## config.mk

```make
export PLATFORM = sky130hd
export DESIGN_NAME = poolb_row_pair_feeder
export DESIGN_NICKNAME = d
export VERILOG_FILES = /design/src/rtl/poolb_row_pair_feeder.sv
export SDC_FILE = /design/constraint.sdc
export NUM_CORES = 1
export LEC_CHECK = 0
export CORE_MARGIN = 2
export CORE_UTILIZATION = 40
export DETAILED_ROUTE_END_ITERATION = 6
export SETUP_SLACK_MARGIN = 0.05
export SLEW_MARGIN = 20
export SYNTH_ARGS = -nofsm -noshare
export SYNTH_HDL_FRONTEND = slang
export SYNTH_SLANG_ARGS = --single-unit
```

## constraint.sdc

```tcl
create_clock -name clk -period 9.4 [get_ports clk]
set_input_delay 1.88 -clock clk [delete_from_list [all_inputs] [get_ports clk]]
set_output_delay 1.88 -clock clk [all_outputs]
set_load 0.01 [all_outputs]
```

## src/rtl/poolb_row_pair_feeder.sv

```systemverilog
// Row-pair feeder for the 3-lane 2x2 pooling datapath: buffers even rows, emits (upper, lower) pairs on odd rows.
// Optional build macro POOLB_FEEDER_STATS_EN adds dropped_beats / frame_err diagnostics.
module poolb_row_pair_feeder #(
  parameter int unsigned DATA_WIDTH  = 32,
  parameter int unsigned IFM_SIZE    = 10,
  parameter int unsigned IFM_DEPTH   = 16,
  parameter int unsigned KERNAL_SIZE = 2
) (
  input  logic                  clk,
  input  logic                  reset,
  input  logic                  start,
  input  logic                  in_valid,
  output logic                  in_ready,
  input  logic [DATA_WIDTH-1:0] data_in_1,
  input  logic [DATA_WIDTH-1:0] data_in_2,
  input  logic [DATA_WIDTH-1:0] data_in_3,
  output logic [DATA_WIDTH-1:0] data_out_A_1,
  output logic [DATA_WIDTH-1:0] data_out_A_2,
  output logic [DATA_WIDTH-1:0] data_out_A_3,
  output logic [DATA_WIDTH-1:0] data_out_B_1,
  output logic [DATA_WIDTH-1:0] data_out_B_2,
  output logic [DATA_WIDTH-1:0] data_out_B_3,
  output logic                  fifo_enable,
  output logic                  pool_enable,
`ifdef POOLB_FEEDER_STATS_EN
  output logic [15:0]           dropped_beats,
  output logic                  frame_err,
`endif
  output logic                  done
);

  localparam int unsigned MAPS = (IFM_DEPTH + 2) / 3;
  localparam int unsigned SPAN = 2 * (IFM_SIZE / 2);
  localparam int unsigned CW   = $clog2(IFM_SIZE);
  localparam int unsigned MW   = (MAPS > 1) ? $clog2(MAPS) : 1;
  localparam int unsigned LW   = $clog2(SPAN);
  localparam int unsigned BW   = 3 * DATA_WIDTH;

  if (KERNAL_SIZE != 2) begin : g_kernel_chk
    $error("poolb_row_pair_feeder: only KERNAL_SIZE=2 is supported");
  end
  if (IFM_SIZE < 2) begin : g_size_chk
    $error("poolb_row_pair_feeder: IFM_SIZE must be >= 2");
  end

  typedef enum logic [1:0] {IDLE, RUN, DONE} state_t;

  state_t          state_q, state_d;
  logic [CW-1:0]   col_q, row_q;
  logic [MW-1:0]   map_q;
  logic [BW-1:0]   line_buf [SPAN];

  logic accept_c, col_last_c, row_last_c, map_last_c, col_in_c, row_in_c;
  logic buf_wr_c, strobe_c;

  assign accept_c   = in_valid && in_ready;
  assign col_last_c = (col_q == CW'(IFM_SIZE - 1));
  assign row_last_c = (row_q == CW'(IFM_SIZE - 1));
  assign map_last_c = (map_q == MW'(MAPS - 1));
  assign col_in_c   = (32'(col_q) < SPAN);
  assign row_in_c   = (32'(row_q) < SPAN);
  // Even rows fill the line buffer, odd rows pair against it; trailing odd col/row are dropped
  assign buf_wr_c   = accept_c && !row_q[0] && row_in_c && col_in_c;
  assign strobe_c   = accept_c && row_q[0] && col_in_c;

  always_comb begin
    state_d = state_q;
    case (state_q)
      IDLE:    if (start) state_d = RUN;
      RUN:     if (accept_c && col_last_c && row_last_c && map_last_c) state_d = DONE;
      DONE:    state_d = IDLE;
      default: state_d = IDLE;
    endcase
  end

  always_ff @(posedge clk) begin
    if (reset) begin
      state_q      <= IDLE;
      col_q        <= '0;
      row_q        <= '0;
      map_q        <= '0;
      in_ready     <= 1'b0;
      done         <= 1'b0;
      fifo_enable  <= 1'b0;
      pool_enable  <= 1'b0;
      data_out_A_1 <= '0;
      data_out_A_2 <= '0;
      data_out_A_3 <= '0;
      data_out_B_1 <= '0;
      data_out_B_2 <= '0;
      data_out_B_3 <= '0;
    end else begin
      state_q     <= state_d;
      in_ready    <= (state_d == RUN);
      done        <= (state_q == DONE);
      fifo_enable <= strobe_c;
      pool_enable <= strobe_c && col_q[0];
      if (state_q == IDLE && start) begin
        col_q <= '0;
        row_q <= '0;
        map_q <= '0;
      end else if (accept_c) begin
        col_q <= col_last_c ? '0 : col_q + CW'(1);
        if (col_last_c) begin
          row_q <= row_last_c ? '0 : row_q + CW'(1);
          if (row_last_c) map_q <= map_last_c ? '0 : map_q + MW'(1);
        end
      end
      if (strobe_c) begin
        data_out_A_1 <= line_buf[col_q[LW-1:0]][DATA_WIDTH-1:0];
        data_out_A_2 <= line_buf[col_q[LW-1:0]][2*DATA_WIDTH-1:DATA_WIDTH];
        data_out_A_3 <= line_buf[col_q[LW-1:0]][3*DATA_WIDTH-1:2*DATA_WIDTH];
        data_out_B_1 <= data_in_1;
        data_out_B_2 <= data_in_2;
        data_out_B_3 <= data_in_3;
      end
    end
  end

  // Line buffer needs no reset: each cell is written on an even row before its odd-row read
  always_ff @(posedge clk) begin
    if (buf_wr_c) line_buf[col_q[LW-1:0]] <= {data_in_3, data_in_2, data_in_1};
  end

`ifdef POOLB_FEEDER_STATS_EN
  always_ff @(posedge clk) begin
    if (reset) begin
      dropped_beats <= '0;
      frame_err     <= 1'b0;
    end else begin
      if (start) dropped_beats <= '0;
      else if (in_valid && !in_ready && dropped_beats != 16'hFFFF) dropped_beats <= dropped_beats + 16'd1;
      if (start && state_q == RUN) frame_err <= 1'b1;
    end
  end
`endif

endmodule
```

==> results.sh, run 1 <==
export IMPL_drc=0
export IMPL_worst_slew_pin_slew_ns=1.15
export IMPL_static_leakage_power_nw=15.3
export IMPL_total_switching_power_w=0.00205
export IMPL_seq_power_share_pct=54.5
export IMPL_final_util_pct=48.2
export IMPL_ys_flop_type="edfxtp_1"
export IMPL_outcome="complete, no violations"
export IMPL_cts_setup_buffers=0
export IMPL_finalHoldViolations=0
export IMPL_synth_enable_flop_cells=960
export IMPL_critical_path_arrival_ns=5.33
export IMPL_final_setup_viol_count=0
export IMPL_synth_area_mm2=0.0427
export IMPL_io_buffers=295
export IMPL_path_class="primary input to register"
export IMPL_globalRouteTotalUtil_pct=18.2
export IMPL_post_drt_wl_per_cell_um=24.7
export IMPL_fin_crit_ns=5.04
export IMPL_holdCritPathClass="register to register"
export IMPL_root_buffer="clkbuf_16"
export IMPL_antenna_diode_count=0
export IMPL_vias_per_cell=5.46
export IMPL_worst_endpoint_required_ns=9.70
export IMPL_crit_fanout=55
export IMPL_cts_buffers=115
export IMPL_fin_nets=2662
export IMPL_ys_ff_latch=1169
export IMPL_post_route_cells_drive_above_1_share_pct=18.8
export IMPL_std_cell_rows=119
export IMPL_grt_first_pass_wirelength_um=148000
export IMPL_clkTransAtPathRegs_ns=0.06
export IMPL_htree_levels=3
export IMPL_firstDrtPassIters=5
export IMPL_worst_ir_drop_vdd_mv=0.163
export IMPL_hold_worst_slack_ns=0.452
export IMPL_cap_violations=0
export IMPL_synth_nets=2359
export IMPL_hpwl_um=55300
export IMPL_chipHeight_um=331
export IMPL_worst_slew_margin_rel_pct=23.4
export IMPL_pin_count_of_the_biggest_net_entering_global_routing=153
export IMPL_io_pins=296
export IMPL_internal_power_w=0.00827
export IMPL_pre_cts_ws_ns=3.67
export IMPL_core_region_area_mm2=0.106
export IMPL_cts_max_path_buffers=3
export IMPL_synth_cell_types=39
export IMPL_power_density_mw_per_mm2=203
export IMPL_share_clk_of_total_power_pct=42.8
export IMPL_combPwrFrac_pct=2.7
export IMPL_worst_setup_path_end_kind="register"
export IMPL_synth_warning_count=0
export IMPL_avgSynthCellArea_um2=18.9
export IMPL_gpl_final_weighted_congestion=0.738
export IMPL_timing_final_crit_share_pct=53.6
export IMPL_grt_pass1_vias=23200
export IMPL_clock_sink_count=1169
export IMPL_max_freq_ghz=0.199
export IMPL_area_growth_synth_to_final_pct=18.9
export IMPL_drt_wl_total_um=100000
export IMPL_clock_insertion_delay_worst_skew_ns=0.68
export IMPL_post_cts_resize_count=0
export IMPL_first_iter_violations=2003
export IMPL_worst_setup_path_start_kind="primary input"
export IMPL_setup_repair_after_global_routing_missed_its_margin="no"
export IMPL_synth_async_reset_ratio_pct=0
export IMPL_tritoncts="done"
export IMPL_final_setup_tns_ns=0
export IMPL_initial_core_util_pct=40.5
export IMPL_grt_overflow=0
export IMPL_chipWidth_um=331
export IMPL_sequential_share_of_the_synthesized_area_pct=77.2
export IMPL_antenna_found_initial=0
export IMPL_drtAntennaViolNets=0
export IMPL_clock_skew_final_ns=0.0229
export IMPL_die_footprint_mm2=0.109
export IMPL_power_switching_share_pct=19.9
export IMPL_post_cts_hold_buffer_count=0
export IMPL_synthesized_netlist_cell_count=2259
export IMPL_detailroute_via_count=22100
export IMPL_number_of_slew_limit_violations_in_the_final_report=0
export IMPL_postLayoutSetupSlackWorst_ns=4.36
[state kept, by name (all words and copies together) (netlist names), 2 cells and up]
signal,flops
data_out_A_1,32
state_q,2
line_buf,960
data_out_B_1,32
data_out_A_2,32
map_q,3
data_out_A_3,32
row_q,4
col_q,4
data_out_B_2,32
data_out_B_3,32
[critical path, stage by stage]
cell and delay, ns:
clkdlybuf4s50_1 0.57, nand2_1 0.18, or3b_1 0.51, or3_1 0.53, nor3_4 0.16, buf_4 0.74, buf_4 0.69
[cell families (layout without fill, tap and decap cells)]
group	after synthesis	count (layout)	share of synthesized area (%)
flip-flops	1169	1169	77.2
AO/OA/AOI/OAI	403	403	5.86
multiplexers	288	288	12.6
AND/OR/NAND/NOR	253	253	2.58
buffers and inverters	143	544	1.62
XOR/XNOR	3	3	0.0615
[per-stage QoR]
step	cell area [um^2]	cells	power (W)
3_3_place_gp	47200	3835	0.00601
6_report	50800	4051	0.0103
4_1_cts	50800	4050	0.0104
2_1_floorplan	42800	2259	0.00587
5_1_grt	50800	4051	0.0106
3_5_place_dp	47200	3835	0.00602
[worst paths after layout]
| kind | startpoint | end | slack, ns | depth (start not counted) |
|---|---|---|---|---|
| worst max-delay path | in_valid | line_buf[0][30] | 4.36 | 7 |
| worst min-delay path | data_out_B_2[24] | data_out_B_2[24] | 0.45 | 2 |
| worst max register to register | in_ready | line_buf[0][30] | 5.69 | 6 |
| worst min register to register | data_out_B_2[24] | data_out_B_2[24] | 0.45 | 2 |
[area by class of cell]
class / instances / area [um^2]
clock buffers: 164 / 3180
clock inverters: 51 / 435
fillers: 8686 / 54700
multi-input cells: 947 / 9150
flip-flops and latches: 1169 / 33000
well taps: 1391 / 1740
repair buffers: 329 / 3310
[power by group through the flow]
stage          Sequential, W  Clock (W)  Combinational (W)
2_1_floorplan        0.00574          0           0.000132
3_3_place_gp         0.00574          0           0.000271
3_5_place_dp         0.00574          0           0.000278
4_1_cts              0.00563    0.00452           0.000279
5_1_grt              0.00563    0.00472           0.000297
6_report             0.00563    0.00442           0.000275
[synth_stat cells (all sizes together) (2+ instances only)]
library cell / instances / area [um^2]
edfxtp: 960 / 28800
dfxtp: 209 / 4180
nand2: 198 / 743
a22oi: 192 / 1440
mux4: 192 / 4320
a21oi: 106 / 531
o21ai: 102 / 510
mux2: 96 / 1080
buf: 95 / 512
clkbuf: 48 / 180
nor2: 16 / 60.1
nor3: 5 / 30.0
or3: 5 / 31.3
nand2b: 4 / 25.0
nor2b: 4 / 25.0
nor3b: 4 / 35.0
nand3: 3 / 20.0
and2: 2 / 12.5
and3: 2 / 12.5
nand3b: 2 / 15.0
or3b: 2 / 17.5
xor2: 2 / 17.5
[per-layer routing]
layer / part of all wire, % / track usage, % / up-vias / wire length [um]
met1: 44 / 25.6 / 11600 / 44000
met5: 0 / 0 / - / 0
li1: - / - / 9686 / -
met2: 48 / 29.6 / 673 / 48200
met3: 6.5 / 3.74 / 109 / 6550
met4: 1.5 / 4.01 / 0 / 1490
[cell usage in the layout, fill, tap and decap left out, types with 2 or more instances in the layout]
cell,instances
buf_12,5
nor3_4,3
clkbuf_8,9
dfxtp_1,207
inv_6,5
nand2_1,198
nand3_1,2
clkinv_1,19
nand2b_1,3
clkinv_2,16
mux4_2,192
o21ai_1,97
nand3b_1,2
buf_4,25
o21ai_0,5
xor2_1,2
clkbuf_16,117
or3_1,5
bufinv_16,7
nor2_4,8
a22oi_1,192
clkinvlp_4,4
buf_6,3
mux2_2,96
or3b_1,2
nor3b_1,2
and3_1,2
clkbuf_1,39
nor2_1,8
a21oi_1,106
nor3_1,2
clkdlybuf4s50_1,294
edfxtp_1,960
dfxtp_4,2
nor2b_1,4
Power figures use the tool's default switching activity.
==> inputs of run 2 (changes only) <==
- clock period: 9.4 -> 4.15 ns (I/O delays scaled with it)
==> results.sh, run 2 (synthesis gave the netlist of run 1 again) <==
export IMPL_outcome="complete, no violations"
export IMPL_io_buffers=295
export IMPL_first_iter_violations=1781
export IMPL_critPathSlowestCell="clkdlybuf4s50_1"
export IMPL_timing_hold_worst_endpoint="data_out_B_3[17]"
export IMPL_worst_slew_pin_slew_ns=0.938
export IMPL_number_of_slew_limit_violations_in_the_final_report=0
export IMPL_drt_wl_total_um=98700
export IMPL_initial_core_util_pct=40.5
export IMPL_most_common_layout_cells="960 x edfxtp_1, 294 x clkdlybuf4s50_1, 207 x dfxtp_1"
export IMPL_post_drt_wl_per_cell_um=24.2
export IMPL_whs_path_depth=2
export IMPL_grt_pass1_vias=23000
export IMPL_timing_rr_start="col_q[0]"
export IMPL_antenna_diode_count=0
export IMPL_crit_fanout=56
export IMPL_reg_to_reg_setup_timing_slack_ns=1.43
export IMPL_r2r_worst_path_cells=4
export IMPL_io_pins=296
export IMPL_worst_path_dominant_cell_family="simple AND/OR/NAND/NOR gates"
export IMPL_area_growth_synth_to_final_pct=20.6
export IMPL_share_clk_of_total_power_pct=43.6
export IMPL_worst_endpoint_required_ns=4.46
export IMPL_worst_ir_drop_vdd_mv=0.327
export IMPL_clock_insertion_delay_worst_skew_ns=0.70
export IMPL_htree_levels=3
export IMPL_critical_path_arrival_ns=3.19
export IMPL_post_cts_hold_buffer_count=0
export IMPL_power_density_mw_per_mm2=460
export IMPL_max_freq_ghz=0.347
export IMPL_fin_nets=2681
export IMPL_cap_violations=0
export IMPL_holdCritPathClass="register to register"
export IMPL_pin_count_of_the_biggest_net_entering_global_routing=143
export IMPL_antenna_found_initial=5
export IMPL_post_cts_resize_count=0
export IMPL_finalHoldViolations=0
export IMPL_power_switching_share_pct=20.0
export IMPL_reg2reg_to="data_out_A_2[19]"
export IMPL_seq_power_share_pct=53.7
export IMPL_detailroute_via_count=22200
export IMPL_worst_setup_path_end_kind="register"
export IMPL_cts_buffers=115
export IMPL_globalRouteTotalUtil_pct=17.9
export IMPL_setup_repair_after_global_routing_missed_its_margin="no"
export IMPL_cts_max_path_buffers=3
export IMPL_vias_per_cell=5.45
export IMPL_tritoncts="done"
export IMPL_drtAntennaViolNets=0
export IMPL_cts_setup_buffers=0
export IMPL_die_footprint_mm2=0.109
export IMPL_chipWidth_um=331
export IMPL_critical_path_n_buffers_inverters=2
export IMPL_gpl_final_weighted_congestion=0.713
export IMPL_root_buffer="clkbuf_16"
export IMPL_combPwrFrac_pct=2.6
export IMPL_grt_first_pass_wirelength_um=146000
export IMPL_clock_skew_final_ns=0.0521
export IMPL_post_dp_cell_area_mm2=0.0477
export IMPL_delay_contributed_by_the_slowest_stage_of_the_critical_path_ns=0.66
export IMPL_timing_critical_path_cells="clkdlybuf4s50_1 > nand2_8 > or3b_4 > or3_4 > nor3_4 > buf_12"
export IMPL_cp_num_cells=6
export IMPL_worst_setup_path_start_kind="primary input"
export IMPL_post_route_cells_drive_above_1_share_pct=19.7
export IMPL_core_region_area_mm2=0.106
export IMPL_max_ffs_per_register=960
export IMPL_final_common_cell="edfxtp_1"
export IMPL_hpwl_um=56700
export IMPL_drc=0
export IMPL_static_leakage_power_nw=15.6
export IMPL_design_area_mm2=0.0516
export IMPL_total_switching_power_w=0.00474
export IMPL_chipHeight_um=331
export IMPL_final_setup_viol_count=0
export IMPL_fin_crit_ns=2.88
export IMPL_clock_sink_count=1169
export IMPL_clkTransAtPathRegs_ns=0.06
export IMPL_std_cell_rows=119
export IMPL_worst_slew_margin_rel_pct=37.5
export IMPL_path_class="primary input to register"
export IMPL_timing_final_crit_share_pct=69.3
export IMPL_internal_power_w=0.0190
export IMPL_hold_path_startpoint="data_out_B_3[17]"
export IMPL_final_setup_tns_ns=0
export IMPL_grt_overflow=0
export IMPL_firstDrtPassIters=5
run 2: cell count changes in the layout (fill, tap and decap cells not counted), sizes merged:
cell | before | now
clkinv | 35 | 27
inv | 5 | 4
buf | 34 | 53
clkinvlp | 4 | 2
clkbuf | 165 | 178
run 2: per-layer routing:
| layer | up-vias | track usage [%] | share of wire [%] |
|---|---|---|---|
| li1 | 9707 | - | - |
| met2 | 691 | 29.1 | 48 |
| met1 | 11700 | 25.1 | 44 |
| met4 | 4 | 4.11 | 1.7 |
| met5 | - | 0 | 0.028 |
| met3 | 114 | 3.38 | 6.5 |
run 2: through the flow:
stage	util, %	setup WS (ns)	power [W]	hold slack, ns	cells
after floorplan	-	-0.512	0.0133	0.445	2259
after global placement	45.2	0.636	0.0136	0.441	3855
after detailed placement	45.2	0.597	0.0136	0.446	3855
after CTS	48.8	1.32	0.0240	0.455	4072
after global routing	48.8	1.25	0.0245	0.472	4072
final	48.8	1.27	0.0237	0.453	4072
run 2: worst max-delay path by stage:
stage	slack (ns)	start	end
2_1_floorplan	-0.51	in_valid	line_buf[1][0]
3_3_place_gp	0.64	in_valid	line_buf[0][47]
3_5_place_dp	0.60	in_valid	line_buf[0][43]
4_1_cts	1.32	in_valid	line_buf[0][44]
5_1_grt	1.25	in_valid	line_buf[0][51]
6_report	1.27	in_valid	line_buf[0][44]
run 2: area by class of cell:
type                            count  area, um^2
Fill cell                        8561       54000
Clock buffer                      177        3340
Multi-Input combinational cell    947        9170
Timing Repair Buffer              348        3800
Tap cell                         1391        1740
Clock inverter                     40         478
Sequential cell                  1169       33000
run 2: power by group through the flow:
stage	Clock [W]	Sequential, W	Combinational (W)
2_1_floorplan	0	0.0130	0.000303
6_report	0.0104	0.0128	0.000629
3_5_place_dp	0	0.0130	0.000640
5_1_grt	0.0110	0.0128	0.000678
4_1_cts	0.0106	0.0128	0.000641
3_3_place_gp	0	0.0130	0.000620
run 2: worst reg2reg max path: stages (launching register included):
cell and delay, ns:
dfxtp_4 0.96, buf_12 0.40, mux4_2 0.65, a22oi_1 0.40
o21ai_1 0.12
